--- src/rtl/rs_sched_pkg.sv ---
// Shared types and helpers for the reservation-station issue scheduler.
// Holds the entry record, default widths and the wakeup tag comparator.
package rs_sched_pkg;

   localparam int RS_SIZE_DEF        = 4;
   localparam int RS_INDEX_WIDTH_DEF = 2;
   localparam int TAG_WIDTH_DEF      = 6;
   localparam int PAYLOAD_WIDTH_DEF  = 64;

   typedef struct packed {
      logic                         valid;
      logic [TAG_WIDTH_DEF-1:0]     src1_tag;
      logic [TAG_WIDTH_DEF-1:0]     src0_tag;
      logic                         src1_rdy;
      logic                         src0_rdy;
      logic [PAYLOAD_WIDTH_DEF-1:0] payload;
   } rs_entry_t;

   function automatic logic tag_match(
      input logic                     wb_valid,
      input logic [TAG_WIDTH_DEF-1:0] wb_tag,
      input logic [TAG_WIDTH_DEF-1:0] src_tag
   );
      return wb_valid && (wb_tag == src_tag);
   endfunction

endpackage

--- src/rtl/rs_age_select.sv ---
// Combinational oldest-ready picker: row i of the age matrix has bit j set
// when entry i is older than entry j.
module rs_age_select
   import rs_sched_pkg::*;
#(
   parameter int RS_SIZE        = RS_SIZE_DEF,
   parameter int RS_INDEX_WIDTH = RS_INDEX_WIDTH_DEF
) (
   input  logic [RS_SIZE-1:0]        i_age [RS_SIZE],
   input  logic [RS_SIZE-1:0]        i_ready,
   output logic                      o_found,
   output logic [RS_INDEX_WIDTH-1:0] o_index
);

   logic [RS_SIZE-1:0] w_oldest;

   // An entry wins when it is older than every other ready entry.
   genvar gi;
   generate
      for (gi = 0; gi < RS_SIZE; gi++) begin : g_oldest
         assign w_oldest[gi] = i_ready[gi] &
                               (&(i_age[gi] | ~i_ready | (RS_SIZE'(1) << gi)));
      end
   endgenerate

   always_comb begin
      o_found = |i_ready;
      o_index = '0;
      for (int i = RS_SIZE - 1; i >= 0; i--) begin
         if (w_oldest[i]) o_index = RS_INDEX_WIDTH'(i);
      end
   end

endmodule

--- src/rtl/rs_issue_sched.sv ---
// Reservation-station entry manager with dual in-order dispatch, tag wakeup
// and oldest-ready issue. Optional stall counters: RS_ISSUE_SCHED_PERF_EN.
module rs_issue_sched
   import rs_sched_pkg::*;
#(
   parameter int RS_SIZE        = RS_SIZE_DEF,
   parameter int RS_INDEX_WIDTH = RS_INDEX_WIDTH_DEF,
   parameter int TAG_WIDTH      = TAG_WIDTH_DEF,
   parameter int PAYLOAD_WIDTH  = PAYLOAD_WIDTH_DEF
) (
   input  logic                       clk,
   input  logic                       rst,
   input  logic                       flush_i,
   input  logic                       disp0_valid_i,
   input  logic                       disp1_valid_i,
   output logic                       disp0_ready_o,
   output logic                       disp1_ready_o,
   input  logic [2*TAG_WIDTH-1:0]     disp0_src_tag_i,
   input  logic [2*TAG_WIDTH-1:0]     disp1_src_tag_i,
   input  logic [1:0]                 disp0_src_rdy_i,
   input  logic [1:0]                 disp1_src_rdy_i,
   input  logic [PAYLOAD_WIDTH-1:0]   disp0_payload_i,
   input  logic [PAYLOAD_WIDTH-1:0]   disp1_payload_i,
   input  logic                       wb_valid_i,
   input  logic [TAG_WIDTH-1:0]       wb_tag_i,
   output logic                       issue_valid_o,
   input  logic                       issue_ready_i,
   output logic [PAYLOAD_WIDTH-1:0]   issue_payload_o,
   output logic [RS_INDEX_WIDTH-1:0]  issue_index_o,
   output logic [RS_SIZE-1:0]         rs_unused_o,
   output logic [RS_INDEX_WIDTH:0]    rs_count_o
`ifdef RS_ISSUE_SCHED_PERF_EN
   ,
   output logic [31:0]                full_stall_cnt_o,
   output logic [31:0]                issue_stall_cnt_o
`endif
);

   logic [RS_SIZE-1:0]        w_valid, w_free, w_ready;
   logic [RS_SIZE-1:0]        w_alloc0, w_alloc1, w_take_mask;
   logic [RS_SIZE-1:0]        w_age [RS_SIZE];
   logic [PAYLOAD_WIDTH-1:0]  w_payload [RS_SIZE];
   logic [RS_INDEX_WIDTH-1:0] w_slot0, w_slot1, w_sel;
   logic                      w_has0, w_has1, w_found;
   logic                      w_acc0, w_acc1, w_load, w_take;
   rs_entry_t                 w_new0, w_new1;

   logic                      r_issue_valid;
   logic [PAYLOAD_WIDTH-1:0]  r_issue_payload;
   logic [RS_INDEX_WIDTH-1:0] r_issue_index;
   logic [RS_INDEX_WIDTH:0]   r_count;

   assign w_free = ~w_valid;

   always_comb begin
      w_has0  = 1'b0;
      w_has1  = 1'b0;
      w_slot0 = '0;
      w_slot1 = '0;
      for (int i = 0; i < RS_SIZE; i++) begin
         if (w_free[i]) begin
            if (!w_has0) begin
               w_has0  = 1'b1;
               w_slot0 = RS_INDEX_WIDTH'(i);
            end else if (!w_has1) begin
               w_has1  = 1'b1;
               w_slot1 = RS_INDEX_WIDTH'(i);
            end
         end
      end
   end

   assign disp0_ready_o = w_has0;
   assign disp1_ready_o = w_has1;

   // Lane1 is only honoured alongside lane0 so dispatch stays in order.
   assign w_acc0   = disp0_valid_i & w_has0 & ~flush_i;
   assign w_acc1   = disp0_valid_i & disp1_valid_i & w_has1 & ~flush_i;
   assign w_alloc0 = w_acc0 ? (RS_SIZE'(1) << w_slot0) : '0;
   assign w_alloc1 = w_acc1 ? (RS_SIZE'(1) << w_slot1) : '0;

   assign w_load      = ~r_issue_valid | issue_ready_i;
   assign w_take      = w_load & w_found & ~flush_i;
   assign w_take_mask = w_take ? (RS_SIZE'(1) << w_sel) : '0;

   // New entries also catch a writeback broadcast in their dispatch cycle.
   always_comb begin
      w_new0          = '0;
      w_new0.valid    = 1'b1;
      w_new0.src0_tag = disp0_src_tag_i[TAG_WIDTH-1:0];
      w_new0.src1_tag = disp0_src_tag_i[2*TAG_WIDTH-1:TAG_WIDTH];
      w_new0.src0_rdy = disp0_src_rdy_i[0] |
                        tag_match(wb_valid_i, wb_tag_i, disp0_src_tag_i[TAG_WIDTH-1:0]);
      w_new0.src1_rdy = disp0_src_rdy_i[1] |
                        tag_match(wb_valid_i, wb_tag_i, disp0_src_tag_i[2*TAG_WIDTH-1:TAG_WIDTH]);
      w_new0.payload  = disp0_payload_i;
      w_new1          = '0;
      w_new1.valid    = 1'b1;
      w_new1.src0_tag = disp1_src_tag_i[TAG_WIDTH-1:0];
      w_new1.src1_tag = disp1_src_tag_i[2*TAG_WIDTH-1:TAG_WIDTH];
      w_new1.src0_rdy = disp1_src_rdy_i[0] |
                        tag_match(wb_valid_i, wb_tag_i, disp1_src_tag_i[TAG_WIDTH-1:0]);
      w_new1.src1_rdy = disp1_src_rdy_i[1] |
                        tag_match(wb_valid_i, wb_tag_i, disp1_src_tag_i[2*TAG_WIDTH-1:TAG_WIDTH]);
      w_new1.payload  = disp1_payload_i;
   end

   genvar gi;
   generate
      for (gi = 0; gi < RS_SIZE; gi++) begin : g_entry
         rs_entry_t          r_entry;
         logic [RS_SIZE-1:0] r_age_row;

         // A fresh entry is older than nobody, except lane0 over lane1.
         always_ff @(posedge clk or posedge rst) begin
            if (rst) begin
               r_entry   <= '0;
               r_age_row <= '0;
            end else if (flush_i) begin
               r_entry.valid <= 1'b0;
            end else if (w_alloc0[gi]) begin
               r_entry   <= w_new0;
               r_age_row <= w_alloc1;
            end else if (w_alloc1[gi]) begin
               r_entry   <= w_new1;
               r_age_row <= '0;
            end else begin
               r_age_row <= r_age_row | w_alloc0 | w_alloc1;
               if (w_take_mask[gi]) r_entry.valid <= 1'b0;
               if (tag_match(wb_valid_i, wb_tag_i, r_entry.src0_tag)) r_entry.src0_rdy <= 1'b1;
               if (tag_match(wb_valid_i, wb_tag_i, r_entry.src1_tag)) r_entry.src1_rdy <= 1'b1;
            end
         end

         assign w_valid[gi]   = r_entry.valid;
         assign w_ready[gi]   = r_entry.valid & r_entry.src0_rdy & r_entry.src1_rdy;
         assign w_age[gi]     = r_age_row;
         assign w_payload[gi] = r_entry.payload;
      end
   endgenerate

   rs_age_select #(
      .RS_SIZE        (RS_SIZE),
      .RS_INDEX_WIDTH (RS_INDEX_WIDTH)
   ) u_age_select (
      .i_age   (w_age),
      .i_ready (w_ready),
      .o_found (w_found),
      .o_index (w_sel)
   );

   always_ff @(posedge clk or posedge rst) begin
      if (rst) begin
         r_issue_valid   <= 1'b0;
         r_issue_payload <= '0;
         r_issue_index   <= '0;
      end else if (flush_i) begin
         r_issue_valid <= 1'b0;
      end else if (w_load) begin
         r_issue_valid <= w_found;
         if (w_found) begin
            r_issue_payload <= w_payload[w_sel];
            r_issue_index   <= w_sel;
         end
      end
   end

   always_ff @(posedge clk or posedge rst) begin
      if (rst)          r_count <= '0;
      else if (flush_i) r_count <= '0;
      else              r_count <= r_count + (RS_INDEX_WIDTH+1)'(w_acc0)
                                           + (RS_INDEX_WIDTH+1)'(w_acc1)
                                           - (RS_INDEX_WIDTH+1)'(w_take);
   end

   assign issue_valid_o   = r_issue_valid;
   assign issue_payload_o = r_issue_payload;
   assign issue_index_o   = r_issue_index;
   assign rs_unused_o     = w_free;
   assign rs_count_o      = r_count;

`ifdef RS_ISSUE_SCHED_PERF_EN
   logic [31:0] r_full_stall_cnt, r_issue_stall_cnt;

   always_ff @(posedge clk or posedge rst) begin
      if (rst) begin
         r_full_stall_cnt  <= '0;
         r_issue_stall_cnt <= '0;
      end else begin
         if (disp0_valid_i && !w_has0 && (r_full_stall_cnt != '1))
            r_full_stall_cnt <= r_full_stall_cnt + 32'd1;
         if (r_issue_valid && !issue_ready_i && (r_issue_stall_cnt != '1))
            r_issue_stall_cnt <= r_issue_stall_cnt + 32'd1;
      end
   end

   assign full_stall_cnt_o  = r_full_stall_cnt;
   assign issue_stall_cnt_o = r_issue_stall_cnt;
`endif

   a_inorder_dispatch: assert property (@(posedge clk) disable iff (rst)
      !(disp1_valid_i && !disp0_valid_i));

endmodule

--- config.mk ---
export PLATFORM = sky130hd
export DESIGN_NAME = rs_issue_sched
export DESIGN_NICKNAME = d
export VERILOG_FILES = /design/src/rtl/rs_sched_pkg.sv /design/src/rtl/rs_age_select.sv /design/src/rtl/rs_issue_sched.sv
export SDC_FILE = /design/constraint.sdc
export NUM_CORES = 1
export LEC_CHECK = 0
export CELL_PAD_IN_SITES_DETAIL_PLACEMENT = 1
export CELL_PAD_IN_SITES_GLOBAL_PLACEMENT = 1
export CORE_AREA = 2 2 217 219
export CTS_CLUSTER_SIZE = 20
export DETAILED_ROUTE_END_ITERATION = 10
export DIE_AREA = 0 0 219 221
export PLACE_DENSITY = 0.86
export SLEW_MARGIN = 0
export SYNTH_ARGS = -nofsm -noshare
export SYNTH_HDL_FRONTEND = slang
export SYNTH_SLANG_ARGS = --single-unit
--- constraint.sdc ---
create_clock -name clk -period 31.8 [get_ports clk]
set_clock_uncertainty 0.2 [all_clocks]
set_input_delay 9.54 -clock clk [delete_from_list [all_inputs] [get_ports clk]]
set_output_delay 9.54 -clock clk [all_outputs]
set_load 0.005 [all_outputs]
-- Word-level counts from Yosys, hierarchy flattened
Index checks and enable logic that the tools add are counted.
- register bits: 402
- input bits: 169
- word-level logic and storage cells: 220
- $add $sub $neg: 3
- $lt $le $gt $ge: 1
- equal/unequal tests: 12
- shifts and indexed selects: 3
- multiplexer cells: 81
- bitwise gates (word level): 41
- reduce and logical (&&, ||, !) cells: 47
- operators with widths (operator ; count):
    64-bit two-way mux ; 6
    79-bit two-way mux ; 4
    64-bit binary-select mux with 2-bit select ; 1
    6-bit equality test ; 12
    12-bit two-way mux ; 4
    4-bit two-way mux ; 11
    4-bit OR ; 11
    1-bit two-way mux ; 36
    2-bit two-way mux ; 18
    2-bit AND reduction ; 12
    3-bit nonzero test ; 8
    1-bit AND ; 19
    4-bit nonzero test ; 4
    3-bit AND reduction ; 5
    1-bit logical AND ; 12
    1-bit by 2-bit left shift with 4-bit output, first input constant ; 3
    2-bit nonzero test ; 5
    4-bit NOT ; 2
    3-bit by 1-bit adder with 3-bit output ; 2
    1-bit OR ; 5
    4-bit OR reduction ; 1
    3-bit greater-or-equal comparator, second input constant ; 1
    3-bit two-way mux ; 1
    2-bit NOT with 3-bit output ; 1
    3 further kinds ; 4

-- Depth between registers and ports, before layout
- word-level depth: 16
- mapped depth: 11
- mapped depth without buffers: 9

-- Modules after synthesis
From an unflattened synthesis, not the netlist that was laid out.
- cell total of the unflattened synthesis: 2179
- area, all modules: 20365.8 µm²
- by module, submodules not included (module ; times used ; cells each ; area each (µm²) ; sequential area each (µm²)):
    rs_issue_sched ; 1 ; 2159 ; 20239.4 ; 10059.6
    rs_age_select ; 1 ; 20 ; 126.4 ; 0.0

-- Worst setup path after synthesis
No wires, ideal clock.
- path kind: input to register
- start point: input flush_i
- end point: register r_count[2] (netlist: rs_count_o[2])
- data arrival time: 11454 ps
- required time: 31479 ps
- path slack: 20025 ps
- stages: 9
- buffers on the path: 2
- cell sequence: buf_2 -> or3_1 -> buf_2 -> inv_2 -> ha_1 -> fa_1 -> fa_1 -> xnor2_1 -> nor2_1
- longest elaborated chain between the ends: 6
- elaborated cells between the ends (all ways): 8
- classes of those cells: add/sub (3); mux (1); bitwise (4)
- RTL lines (element ; RTL line ; RTL):
    start, declared ; rs_issue_sched.sv:13 ; input logic flush_i,
    1-bit NOT (no line) ; - ;
    1-bit AND ; rs_issue_sched.sv:77 ; assign w_acc0 = disp0_valid_i & w_has0 & ~flush_i;
    3-bit by 1-bit adder with 3-bit output ; rs_issue_sched.sv:171 ; else r_count <= r_count + (RS_INDEX_WIDTH+1)'(w_acc0)
    3-bit by 1-bit adder with 3-bit output ; rs_issue_sched.sv:172 ; + (RS_INDEX_WIDTH+1)'(w_acc1)
    3-bit by 1-bit subtractor with 3-bit output ; rs_issue_sched.sv:173 ; - (RS_INDEX_WIDTH+1)'(w_take);
    3-bit two-way mux * ; rs_issue_sched.sv:170 ; else if (flush_i) r_count <= '0;
    end signal, assigned ; rs_issue_sched.sv:171 ;
    end, declared ; rs_issue_sched.sv:51 ; logic [RS_INDEX_WIDTH:0] r_count;
Every way passes the cells marked *; elsewhere a longest branch is shown, timed or not.
A chain may end at the register's enable or synchronous reset.

-- Worst setup path after layout
- start point: input flush_i
- end point: register g_entry[2].r_entry[64] (netlist name)
- longest elaborated chain between the ends: 5
- elaborated cells between the ends (all ways): 9
- classes of those cells: mux (4); bitwise (3); reduce/logical (2)
- RTL lines (element ; RTL line ; RTL):
    1-bit NOT (no line) * ; - ;
    1-bit AND (on tied branches) ; rs_issue_sched.sv:77, rs_issue_sched.sv:78 ;
    4-bit two-way mux (on tied branches) ; rs_issue_sched.sv:79, rs_issue_sched.sv:80 ;
    3-bit nonzero test (no line) / 2-bit two-way mux (equally long branches) ; - ;
    2-bit AND reduction (no line) / 79-bit two-way mux (equally long branches) ; - ;
    end signal, assigned ; rs_issue_sched.sv:122 ; r_entry <= w_new0;
    end signal, assigned ; rs_issue_sched.sv:125 ; r_entry <= w_new1;
    end, declared ; rs_issue_sched.sv:111 ; rs_entry_t r_entry;
Marks and branches as above.

==> summary.md <==
| Metric | Value |
|---|---|
| Hold Path Class | `reg2reg` |
| Worst skew pair latency | `0.58 ns` |
| Req. time, crit path | `32.07 ns` |
| Main synth FF type | `dfrtp_1` |
| First-pass GRT wire length | `111.6 mm` |
| DR vias/cell | `6.021` |
| CP Data Arrival Time | `12.88 ns` |
| Mapped Area | `0.02049 mm^2` |
| Area grow syn2layout | `20.29%` |
| DR iter-0 viols | `1478` |
| Final hold viol count | `0` |
| Placeable Area | `0.04606 mm^2` |
| Clk buf depth | `3` |
| Via count | `17816` |
| Slew @ Worst Pin | `1.314 ns` |
| Gr ovfl total | `0` |
| Mean Syn Cell Area | `9.409 um^2` |
| Final worst-path cycle share | `39.66%` |
| Final hold slack | `0.2943 ns` |
| Part of the Yosys area used for sequential elements | `48.60%` |
| Cells after Synth | `2178` |
| Die Span Y | `221 um` |
| Pin count of the biggest net entering global routing | `165` |
| Post-route setup TNS | `0 ns` |
| RSZ-0062 raised after global routing | `false` |
| Pre-antenna DRT Iters | `7` |
| Tightest slew margin relative to the limit | `12.38%` |
| Most common cell after layout, fill and taps aside | `nand2_1` |
| I/O Buffers | `244` |
| Worst Path Max Fanout | `84` |
| Initial antenna violation count | `2` |
| Share of cells above drive strength 1 | `4.851%` |
| All-layer global routing usage | `29.32%` |
| Slowest stage delay, CP | `0.83 ns` |
| Initial Util | `44.49%` |
| Vias in the first global route | `19716` |
| Post-cts repair resize count | `0` |
| Inserted Clock Buffers | `43` |
| Util after Layout | `53.52%` |
| Status | `completed` |
| Nets | `2494` |
| Fill cells | `5173` |
| Yosys cell types | `59` |
| Pwr dens | `87.69 mW/mm^2` |
| Register Area | `0.009960 mm^2` |
| Sink Count | `398` |
| Crit-path cells | `clkdlybuf4s50_1 > buf_4 > nor2b_1 > nand2_1 > nor2_4 > buf_4 > buf_4 > nor2_1 > a221oi_1` |
| Yosys reg bits | `398` |
| Most used cell, CP | `buf_4` |
| Row cnt | `79` |
| GPL Wtd Cong | `0.8344` |
| FFs w/ async S/R, synth | `100.0%` |
| Maxcap violations | `0` |
| Final WL | `70.82 mm` |
| Width of the die | `219 um` |
| Post-CTS setup buffers | `0` |
| CTS H-tree lvls | `2` |
| Minimum clock period | `12.61 ns` |
| Leakage | `10.61 nW` |
| Post-synth EDFFs | `0` |
| Critical path type | `in2reg` |
| Yosys warnings | `0` |
| Worst path slowest cell | `buf_4` |
| CP Launch Type | `input pin` |
| Hold buffer count at CTS | `0` |
| DRC | `0` |
| Routed Antenna Nets | `0` |
| Multi-input logic area | `0.009543 mm^2` |
| Worst setup EP type | `flip-flop` |
| Wire per inst | `23.93 um` |
| Clock-pin slew on the worst setup and hold paths | `0.07 ns` |
| Total power | `2.162 mW` |
| Clk root buf | `clkbuf_16` |
| Detailed placer's ending HPWL | `42.70 mm` |
| TritonCTS clock tree | `built` |
| Setup violations, final | `0` |
| Io pins | `245` |
| Slew Limit Fails | `0` |
| Most frequent cells in the layout | `444 x nand2_1, 398 x dfrtp_1, 305 x mux2i_1` |
| Synth Net Count | `2353` |
| Highest clock rate | `79.30 MHz` |
| Peak supply drop | `0.04144 mV` |
| Full die area | `0.04840 mm^2` |
worst max-delay path: cells and delay by family:
| family | cells | cell delay (ns) |
|---|---|---|
| AOI/OAI and AO/OA | 1 | 0.36 |
| buffers and inverters | 4 | 2.08 |
| and+or+nand+nor | 4 | 0.81 |
stage by stage:
stage                     cells  instance area, um^2  worst slack (ns)
final                      2959                24650             19.19
after floorplan            2178                20490             10.99
after global placement     2881                23190             18.90
after detailed placement   2881                23190             18.63
after CTS                  2957                24650             19.25
after global routing       2959                24650             18.97
final cells by class:
cell class	instances	area share (%)
sequential	398	40.40
multi-input combinational	1534	38.71
timing repair buffer	270	10.75
clock buffer	62	5.228
tap	607	3.081
inverter	72	1.127
clock inverter	14	0.6852
antenna	2	0.02030
synthesized netlist by cell type (17+ instances only):
library cell / instances / area, um^2
nand2_1: 444 / 1667
dfrtp_1: 398 / 9960
mux2i_1: 305 / 3053
o21ai_0: 248 / 1241
a21oi_1: 135 / 675.7
clkbuf_1: 91 / 341.6
inv_1: 71 / 266.5
nand3_1: 71 / 355.3
o21ai_1: 69 / 345.3
o221ai_1: 64 / 560.5
buf_2: 46 / 230.2
xor2_1: 44 / 385.4
xnor2_1: 31 / 271.5
nor2_1: 25 / 93.84
buf_1: 17 / 63.81
kinds of logic (layout without fill, tap and decap cells):
kind of cell	after synthesis	in the layout	synth area share (%)
multiplexers	305	305	14.90
buffers and inverters	246	418	5.263
AO/OA/AOI/OAI	554	554	15.36
flip-flops	398	398	48.60
adder cells (fa/ha/maj)	6	6	0.4396
AND/OR/NAND/NOR	594	594	12.24
XOR/XNOR	75	75	3.205
other	0	2	0
sequential cells by signal, summed over array words and instances, names as in the netlist:
register	cells
g_entry.r_entry	316
issue_payload_o	64
g_entry.r_age_row	12
rs_count_o	3
issue_index_o	2
issue_valid_o	1
path summary, 6_finish.rpt:
kind / start / end / slack [ns] / cells after the start
max in group asynchronous: rst / g_entry[1].r_entry[68] / 20.52 / 3
worst max-delay path: flush_i / g_entry[2].r_entry[64] / 19.19 / 9
worst max register to register: g_entry[2].r_entry[78] / issue_payload_o[60] / 27.21 / 7
worst min register to register: issue_payload_o[12] / issue_payload_o[12] / 0.29 / 2
worst min-delay path: issue_payload_o[12] / issue_payload_o[12] / 0.29 / 2
min in group asynchronous: rst / g_entry[2].r_entry[13] / 9.29 / 2
power by group:
part,switching (mW),total [mW],internal [mW]
clock,0.216,0.523,0.306
sequential,0.157,0.900,0.744
combinational,0.416,0.739,0.322
per-layer routing:
layer / global-route usage, % / part of all wire (%) / up-vias
met5: 0 / 0 / -
met4: 9.786 / 2.7 / 0
met3: 4.701 / 5.8 / 133
met2: 49.30 / 49 / 614
met1: 38.50 / 42 / 9221
li1: - / - / 7848
No activity file was read; power rests on OpenSTA's default activity.
